### src/rtl/gorev_sirasi_denetleyici_pkg.sv
// Shared constants for the task scheduler: state encoding, stream widths and task codes.
package gorev_sirasi_denetleyici_pkg;

  localparam int GRV_GENISLIK   = 3;
  localparam int PIXEL_GENISLIK = 8;

  typedef enum logic [2:0] {
    BOS    = 3'd0,
    YUKLE  = 3'd1,
    BASLA  = 3'd2,
    AKIS   = 3'd3,
    BOSALT = 3'd4,
    BITTI  = 3'd5,
    ABORT  = 3'd6
  } durum_t;

  // Task codes understood by gorev_birimi
  localparam logic [GRV_GENISLIK-1:0] GRV0_D = 3'd0;
  localparam logic [GRV_GENISLIK-1:0] GRV1_T = 3'd1;
  localparam logic [GRV_GENISLIK-1:0] GRV2_E = 3'd2;
  localparam logic [GRV_GENISLIK-1:0] GRV3_M = 3'd3;
  localparam logic [GRV_GENISLIK-1:0] GRV4_H = 3'd4;
  localparam logic [GRV_GENISLIK-1:0] GRV5_V = 3'd5;
  localparam logic [GRV_GENISLIK-1:0] GRV6_O = 3'd6;
  localparam logic [GRV_GENISLIK-1:0] GRV7_X = 3'd7;

endpackage

### src/rtl/gorev_sirasi_denetleyici_kuyrugu.sv
// Small synchronous FIFO for task descriptors; the head entry is visible without a read latency
// so the scheduler can latch it in the same cycle it pops.
module gorev_kuyrugu #(
  parameter int GENISLIK = 43,
  parameter int DERINLIK = 4
) (
  input  logic                clk_i,
  input  logic                rst_i,
  input  logic                yaz,
  input  logic [GENISLIK-1:0] yaz_veri,
  input  logic                oku,
  output logic [GENISLIK-1:0] bas_veri,
  output logic                dolu,
  output logic                bos
);

  localparam int ADR = $clog2(DERINLIK);

  logic [GENISLIK-1:0] bellek [DERINLIK];
  logic [ADR-1:0]      yaz_adr;
  logic [ADR-1:0]      oku_adr;
  logic [ADR:0]        sayi;

  always_ff @(posedge clk_i) begin
    if (rst_i) begin
      yaz_adr <= '0;
      oku_adr <= '0;
      sayi    <= '0;
    end else begin
      if (yaz) yaz_adr <= yaz_adr + 1'b1;
      if (oku) oku_adr <= oku_adr + 1'b1;
      case ({yaz, oku})
        2'b10:   sayi <= sayi + 1'b1;
        2'b01:   sayi <= sayi - 1'b1;
        default: sayi <= sayi;
      endcase
    end
  end

  always_ff @(posedge clk_i) begin
    if (yaz) bellek[yaz_adr] <= yaz_veri;
  end

  assign bas_veri = bellek[oku_adr];
  assign dolu     = (sayi == (ADR+1)'(DERINLIK));
  assign bos      = (sayi == '0);

endmodule

### src/rtl/gorev_sirasi_denetleyici.sv
// Task scheduler in front of gorev_birimi: queues descriptors, starts each task, feeds the
// requested input pixels, counts the expected output beats and aborts a task that goes silent.
module gorev_sirasi_denetleyici
  import gorev_sirasi_denetleyici_pkg::*;
#(
  parameter int GRV_BIT         = GRV_GENISLIK,
  parameter int PIXEL_BIT       = PIXEL_GENISLIK,
  parameter int SAYAC_BIT       = 20,
  parameter int KUYRUK_DERINLIK = 4,
  parameter int ZAMAN_ASIMI     = 1024
) (
  input  logic                 clk_i,
  input  logic                 rst_i,
  input  logic                 gorev_gecerli_i,
  input  logic [GRV_BIT-1:0]   gorev_i,
  input  logic [SAYAC_BIT-1:0] giris_sayi_i,
  input  logic [SAYAC_BIT-1:0] cikis_sayi_i,
  output logic                 gorev_hazir_o,
  input  logic                 pixel_gecerli_i,
  input  logic [PIXEL_BIT-1:0] pixel_i,
  output logic                 pixel_hazir_o,
  output logic                 basla_o,
  output logic [GRV_BIT-1:0]   gorev_o,
  output logic                 etkin_o,
  output logic [PIXEL_BIT-1:0] pixel_o,
  output logic                 stal_o,
  input  logic                 birim_etkin_i,
  input  logic [PIXEL_BIT-1:0] birim_pixel_i,
  input  logic                 birim_stal_i,
  output logic                 cikis_gecerli_o,
  output logic [PIXEL_BIT-1:0] cikis_pixel_o,
  input  logic                 cikis_stal_i,
  output logic                 mesgul_o,
  output logic                 bitti_o,
  output logic                 hata_o,
  output logic                 fazla_o
);

  localparam int KAYIT_BIT = GRV_BIT + 2*SAYAC_BIT;
  localparam int BEKCI_BIT = $clog2(ZAMAN_ASIMI);
  // ABORT is entered exactly ZAMAN_ASIMI unstalled cycles after the last counted beat.
  localparam logic [BEKCI_BIT-1:0] BEKCI_ESIK = BEKCI_BIT'(ZAMAN_ASIMI - 2);

  durum_t               durum;
  logic [GRV_BIT-1:0]   aktif_gorev;
  logic [SAYAC_BIT-1:0] kalan_giris;
  logic [SAYAC_BIT-1:0] kalan_cikis;
  logic [SAYAC_BIT-1:0] kalan_cikis_sonraki;
  logic [BEKCI_BIT-1:0] bekci;
  logic                 fazla;

  logic                 kuyruk_dolu;
  logic                 kuyruk_bos;
  logic                 push;
  logic                 pop;
  logic [KAYIT_BIT-1:0] bas_kayit;
  logic [GRV_BIT-1:0]   bas_gorev;
  logic [SAYAC_BIT-1:0] bas_giris;
  logic [SAYAC_BIT-1:0] bas_cikis;

  logic akis;
  logic pencere;
  logic kabul;
  logic son_kabul;
  logic sayilan;

  assign push = gorev_gecerli_i && gorev_hazir_o;
  assign pop  = (durum == YUKLE);

  gorev_kuyrugu #(
    .GENISLIK (KAYIT_BIT),
    .DERINLIK (KUYRUK_DERINLIK)
  ) u_kuyruk (
    .clk_i    (clk_i),
    .rst_i    (rst_i),
    .yaz      (push),
    .yaz_veri ({gorev_i, giris_sayi_i, cikis_sayi_i}),
    .oku      (pop),
    .bas_veri (bas_kayit),
    .dolu     (kuyruk_dolu),
    .bos      (kuyruk_bos)
  );

  assign {bas_gorev, bas_giris, bas_cikis} = bas_kayit;

  assign akis    = (durum == AKIS);
  assign pencere = akis || (durum == BOSALT);

  assign pixel_hazir_o = akis && (kalan_giris != '0) && !cikis_stal_i && !birim_stal_i;
  assign kabul         = pixel_hazir_o && pixel_gecerli_i;
  assign son_kabul     = kabul && (kalan_giris == SAYAC_BIT'(1));
  assign etkin_o       = kabul;
  assign pixel_o       = akis ? pixel_i : '0;
  assign stal_o        = cikis_stal_i;

  // Beats outside the count window never reach downstream.
  assign cikis_gecerli_o     = pencere && birim_etkin_i && (kalan_cikis != '0);
  assign cikis_pixel_o       = pencere ? birim_pixel_i : '0;
  assign sayilan             = cikis_gecerli_o && !cikis_stal_i;
  assign kalan_cikis_sonraki = sayilan ? kalan_cikis - 1'b1 : kalan_cikis;

  assign basla_o       = (durum == BASLA);
  assign gorev_o       = (durum == BOS) ? '0 : aktif_gorev;
  assign bitti_o       = (durum == BITTI);
  assign hata_o        = (durum == ABORT);
  assign mesgul_o      = (durum != BOS) || !kuyruk_bos;
  assign gorev_hazir_o = !kuyruk_dolu && !rst_i;
  assign fazla_o       = fazla;

  always_ff @(posedge clk_i) begin
    if (rst_i) begin
      durum       <= BOS;
      aktif_gorev <= '0;
      kalan_giris <= '0;
      kalan_cikis <= '0;
      bekci       <= '0;
      fazla       <= 1'b0;
    end else begin
      kalan_cikis <= kalan_cikis_sonraki;
      bekci       <= '0;
      if (kabul) kalan_giris <= kalan_giris - 1'b1;
      if (birim_etkin_i && !cikis_gecerli_o) fazla <= 1'b1;

      case (durum)
        BOS: if (!kuyruk_bos) durum <= YUKLE;
        YUKLE: begin
          aktif_gorev <= bas_gorev;
          kalan_giris <= bas_giris;
          kalan_cikis <= bas_cikis;
          durum       <= BASLA;
        end
        // The unit ignores basla while stalled, so hold it until the stall clears.
        BASLA: if (!cikis_stal_i) durum <= (kalan_giris == '0) ? BOSALT : AKIS;
        AKIS: if (son_kabul) durum <= (kalan_cikis_sonraki == '0) ? BITTI : BOSALT;
        BOSALT: begin
          if (kalan_cikis_sonraki == '0) begin
            durum <= BITTI;
          end else if (sayilan) begin
            bekci <= '0;
          end else if (cikis_stal_i) begin
            bekci <= bekci;
          end else begin
            bekci <= bekci + 1'b1;
            if (bekci == BEKCI_ESIK) durum <= ABORT;
          end
        end
        BITTI, ABORT: durum <= kuyruk_bos ? BOS : YUKLE;
        default: durum <= BOS;
      endcase
    end
  end

endmodule

### config.mk
export PLATFORM = sky130hd
export DESIGN_NAME = gorev_sirasi_denetleyici
export DESIGN_NICKNAME = d
export VERILOG_FILES = /design/src/rtl/gorev_sirasi_denetleyici_pkg.sv /design/src/rtl/gorev_sirasi_denetleyici_kuyrugu.sv /design/src/rtl/gorev_sirasi_denetleyici.sv
export SDC_FILE = /design/constraint.sdc
export NUM_CORES = 1
export LEC_CHECK = 0
export CELL_PAD_IN_SITES_DETAIL_PLACEMENT = 1
export CELL_PAD_IN_SITES_GLOBAL_PLACEMENT = 1
export CORE_ASPECT_RATIO = 1.4
export CORE_MARGIN = 10
export CORE_UTILIZATION = 48
export DETAILED_ROUTE_END_ITERATION = 10
export PLACE_DENSITY_LB_ADDON = 0.15
export SETUP_SLACK_MARGIN = 0.15
export SLEW_MARGIN = 15
export SYNTH_ARGS = -nofsm -noshare
export SYNTH_HDL_FRONTEND = slang
export SYNTH_SLANG_ARGS = --single-unit
export TNS_END_PERCENT = 20
### constraint.sdc
create_clock -name clk_i -period 3.35 [get_ports clk_i]
set_input_delay 0.67 -clock clk_i [delete_from_list [all_inputs] [get_ports clk_i]]
set_output_delay 0.67 -clock clk_i [all_outputs]
set_load 0.01 [all_outputs]
==> summary.txt <==
Run status
  • Status: complete, no violations

Global route
  • Largest net degree at the start of global routing: 79
  • Antenna violations before repair: 0
  • Total global routing overflow: 0
  • First-pass GRT wire length: 40690 um
  • Vias in the first global route: 7384
  • Gr usage total: 18.54%

Detailed routing
  • Highest routed layer: met4
  • Number of routed nets with antenna violations: 0
  • Metal3 WL: 1162 um
  • First-pass iteration count of the detailed router: 4
  • Iter 0 DRT Violations: 334
  • Met2 routed WL: 13430 um
  • Residual DRC: 0
  • Total routed wirelength: 25340 um
  • Via Count: 6537
  • Wire length per cell: 22.02 um
  • Met1 wire length: 10130 um
  • Vias per cell: 5.679

Pwr
  • Worst VDD drop: 0.4875 mV
  • Leakage power: 0.004130 uW
  • P_sw: 3133 uW
  • Clock network power share: 25.4%
  • Sequential power share: 40.4%
  • Switching share of power: 32.74%
  • Cell internal pwr: 6435 uW
  • Power, Total: 9568 uW
  • Pwr/cell area: 762.5 mW/mm2
  • Combinational power share: 34.2%

Synth
  • Post-synthesis async set-or-reset flop share: 0%
  • Synth area leaders: edfxtp_1 51%, dfxtp_1 13%, mux4_2 9.5%, nor2_1 3.2%, xnor2_1 2.5%
  • Largest area contributor in the synthesized netlist: edfxtp_1
  • Main synth FF type: edfxtp_1
  • Netlist cell types: 58
  • YS warnings: 0
  • Net Count, Synth: 817
  • Synth top area share: 50.59%
  • Avg Inst Size Synth: 13.80 um2
  • EDFF count, synth: 172
  • Mapped Area: 0.01021 mm2
  • Yosys reg bits: 238
  • Seq/Total Area, Yosys: 63.54%
  • Syn Inst Count: 740

Placement
  • GP Congestion: 0.8696
  • PortBufs: 94
  • DPL Wire Length: 17210 um
  • Placed cells: 1103

Clock network
  • Clk sinks: 238
  • CTS Buffer Depth: 3
  • H-tree levels: 1
  • Later-pin clock latency in the skew report: 0.50 ns
  • CTS buffer count: 24
  • CTS tree: built
  • CTS Root Cell: clkbuf_16
  • Post-CTS Hold Fix Bufs: 0
  • Clock slew at reported path FFs: 0.06 ns

STA
  • Final min period: 3.131 ns
  • Fmax: 319.4 MHz
  • Period utilisation layout: 93.46%
  • Min Hold Slack: 0.4574 ns
  • Hold Fails Final Rpt: 0
  • RSZ-0062 raised after global routing: true
  • Slew @ Worst Pin: 0.8787 ns
  • Final Setup Violations: 0
  • Setup Skew: 0.01151 ns
  • Fin. max-slew vios: 0
  • Slew HR: 41.42%

Setup path
  • Worst-path cell chain: inv_1, ha_2, or3b_1, or4_4, o21ai_4, buf_4, o22ai_1, o221ai_2, nor4_2, buf_4, or4_4, nor2_1
  • Max incr delay on CP: 0.57 ns
  • CP Data Required Time: 3.79 ns
  • Slowest cell on the critical path: or4_4
  • Worst setup path startpoint: kalan_cikis[1]
  • Reg2Reg Launch Point: kalan_cikis[1]
  • Critical Path Stages: 12
  • Crit-path max FO: 10
  • Worst endpoint data arrival time: 3.58 ns
  • Bufs and invs on worst path: 3
  • CP endpoint kind: register
  • CP Class: reg2reg
  • Worst setup SP type: register
  • Family with the most delay on the worst path: simple AND/OR/NAND/NOR gates
  • Reg2reg path depth: 12

Worst hold path
  • Type of the worst min-delay path: reg2reg
  • Hold path depth: 2
  • Hold path start: aktif_gorev[2]

Job
  • Total of max-cap violations: 0

Layout
  • FF/Latch Area: 0.006489 mm2
  • Nets: 950
  • Final non-filler cell total: 1151
  • Area delta synth->final: 22.92%
  • Area of the multi-input gates: 0.003567 mm2
  • Ant diodes: 0
  • Layout filler cell count: 2029
  • Share of post-route cells with drive strength above 1: 18.41%

Floorplanning
  • Io pins: 95
  • Die outline area: 0.02758 mm2
  • Chip width: 143.3 um
  • Core ar.: 0.02105 mm2
  • FP Rows: 63
  • Initial core utilization: 48.50%
  • Die Y: 192.6 um
[kinds of logic (layout without fill, tap and decap cells)]
group	Yosys count	count (layout)	synth area share, %
AND/OR/NAND/NOR	248	248	12.66
buffers and inverters	62	213	2.390
AO/OA/AOI/OAI	91	91	6.471
adder cells (fa/ha/maj)	11	11	1.422
multiplexers	43	43	9.486
flip-flops	238	238	63.54
XOR/XNOR	47	47	4.032
[cell type report]
type                            count  share of cell area (%)
Clock inverter                      7                  0.2393
Clock buffer                       37                   5.424
Multi-Input combinational cell    440                   28.43
Tap cell                          260                   2.592
Sequential cell                   238                   51.71
Timing Repair Buffer              151                   11.07
Inverter                           18                  0.5384
[layout by cell type (no fill, tap or decap), types with 10 or more instances in the layout]
master and instances:
or3_1 11, edfxtp_1 172, clkbuf_1 11, nand2_1 36, a211oi_1 31, nor2_1 85, inv_1 18, mux4_2 43
nor3_1 20, xnor2_1 29, a21oi_1 17, buf_4 54, xor2_1 18, nor2b_1 17, clkdlybuf4s50_1 90, dfxtp_1 64
clkbuf_16 25, o21ai_0 11, and2_1 10
[state kept, by name, summed over array words and instances (netlist names), named ones only]
name	count
u_kuyruk.bellek	172
kalan_cikis	20
kalan_giris	20
bekci	10
aktif_gorev	3
durum	3
u_kuyruk.sayi	3
u_kuyruk.oku_adr	2
u_kuyruk.yaz_adr	2
fazla_o	1
[path summary, 6_finish.rpt]
check	end	slack, ns
setup / recovery	bekci[8]	0.22
hold / removal	aktif_gorev[2]	0.46
setup reg to reg	bekci[8]	0.22
hold reg to reg	aktif_gorev[2]	0.46
[power by group through the flow]
stage | registers, uW | logic, uW | clock network (uW)
floorplan | 3740 | 2110 | 0
global placement | 3880 | 3080 | 0
detailed placement | 3920 | 3140 | 0
CTS | 3880 | 3270 | 2490
global route | 3920 | 3590 | 2620
finish | 3870 | 3270 | 2430
[worst min-delay path, delay by kind of cell (launching register included)]
family          cells  cell delay [ns]
flops               1             0.31
simple gates        1             0.05
compound gates      1             0.05
[repair_timing]
item,4_1_cts,5_1_grt
setup endpoints to repair,15,21
setup buffers,0,4
resized for setup,16,4
pin swaps,0,3
[cell usage after synthesis (18+ instances only)]
cell        n
edfxtp_1  172
nand2_1    36
mux4_2     43
nor2_1     86
xnor2_1    29
dfxtp_1    66
inv_1      18
clkbuf_1   32
a211oi_1   31
nor3_1     22
xor2_1     18
[per-layer routing]
layer	global-route usage, %	vias up
li1	-	3072
met1	21.98	3283
met2	33.88	141
met3	2.955	41
met4	5.236	0
met5	0	-
[metrics by stage]
stage / area [um2] / TNS (ns) / util (%) / setup WS [ns]
final: 12550 / 0 / 59.62 / 0.2192
after global routing: 12550 / 0 / 59.62 / 0.05209
after CTS: 12500 / 0 / 59.38 / 0.1500
after detailed placement: 11730 / -5.690 / 55.72 / -0.4925
after global placement: 11730 / -3.493 / 55.72 / -0.3032
after floorplan: 10210 / 0 / - / 0.4133
(Power assumes the default switching activity.)
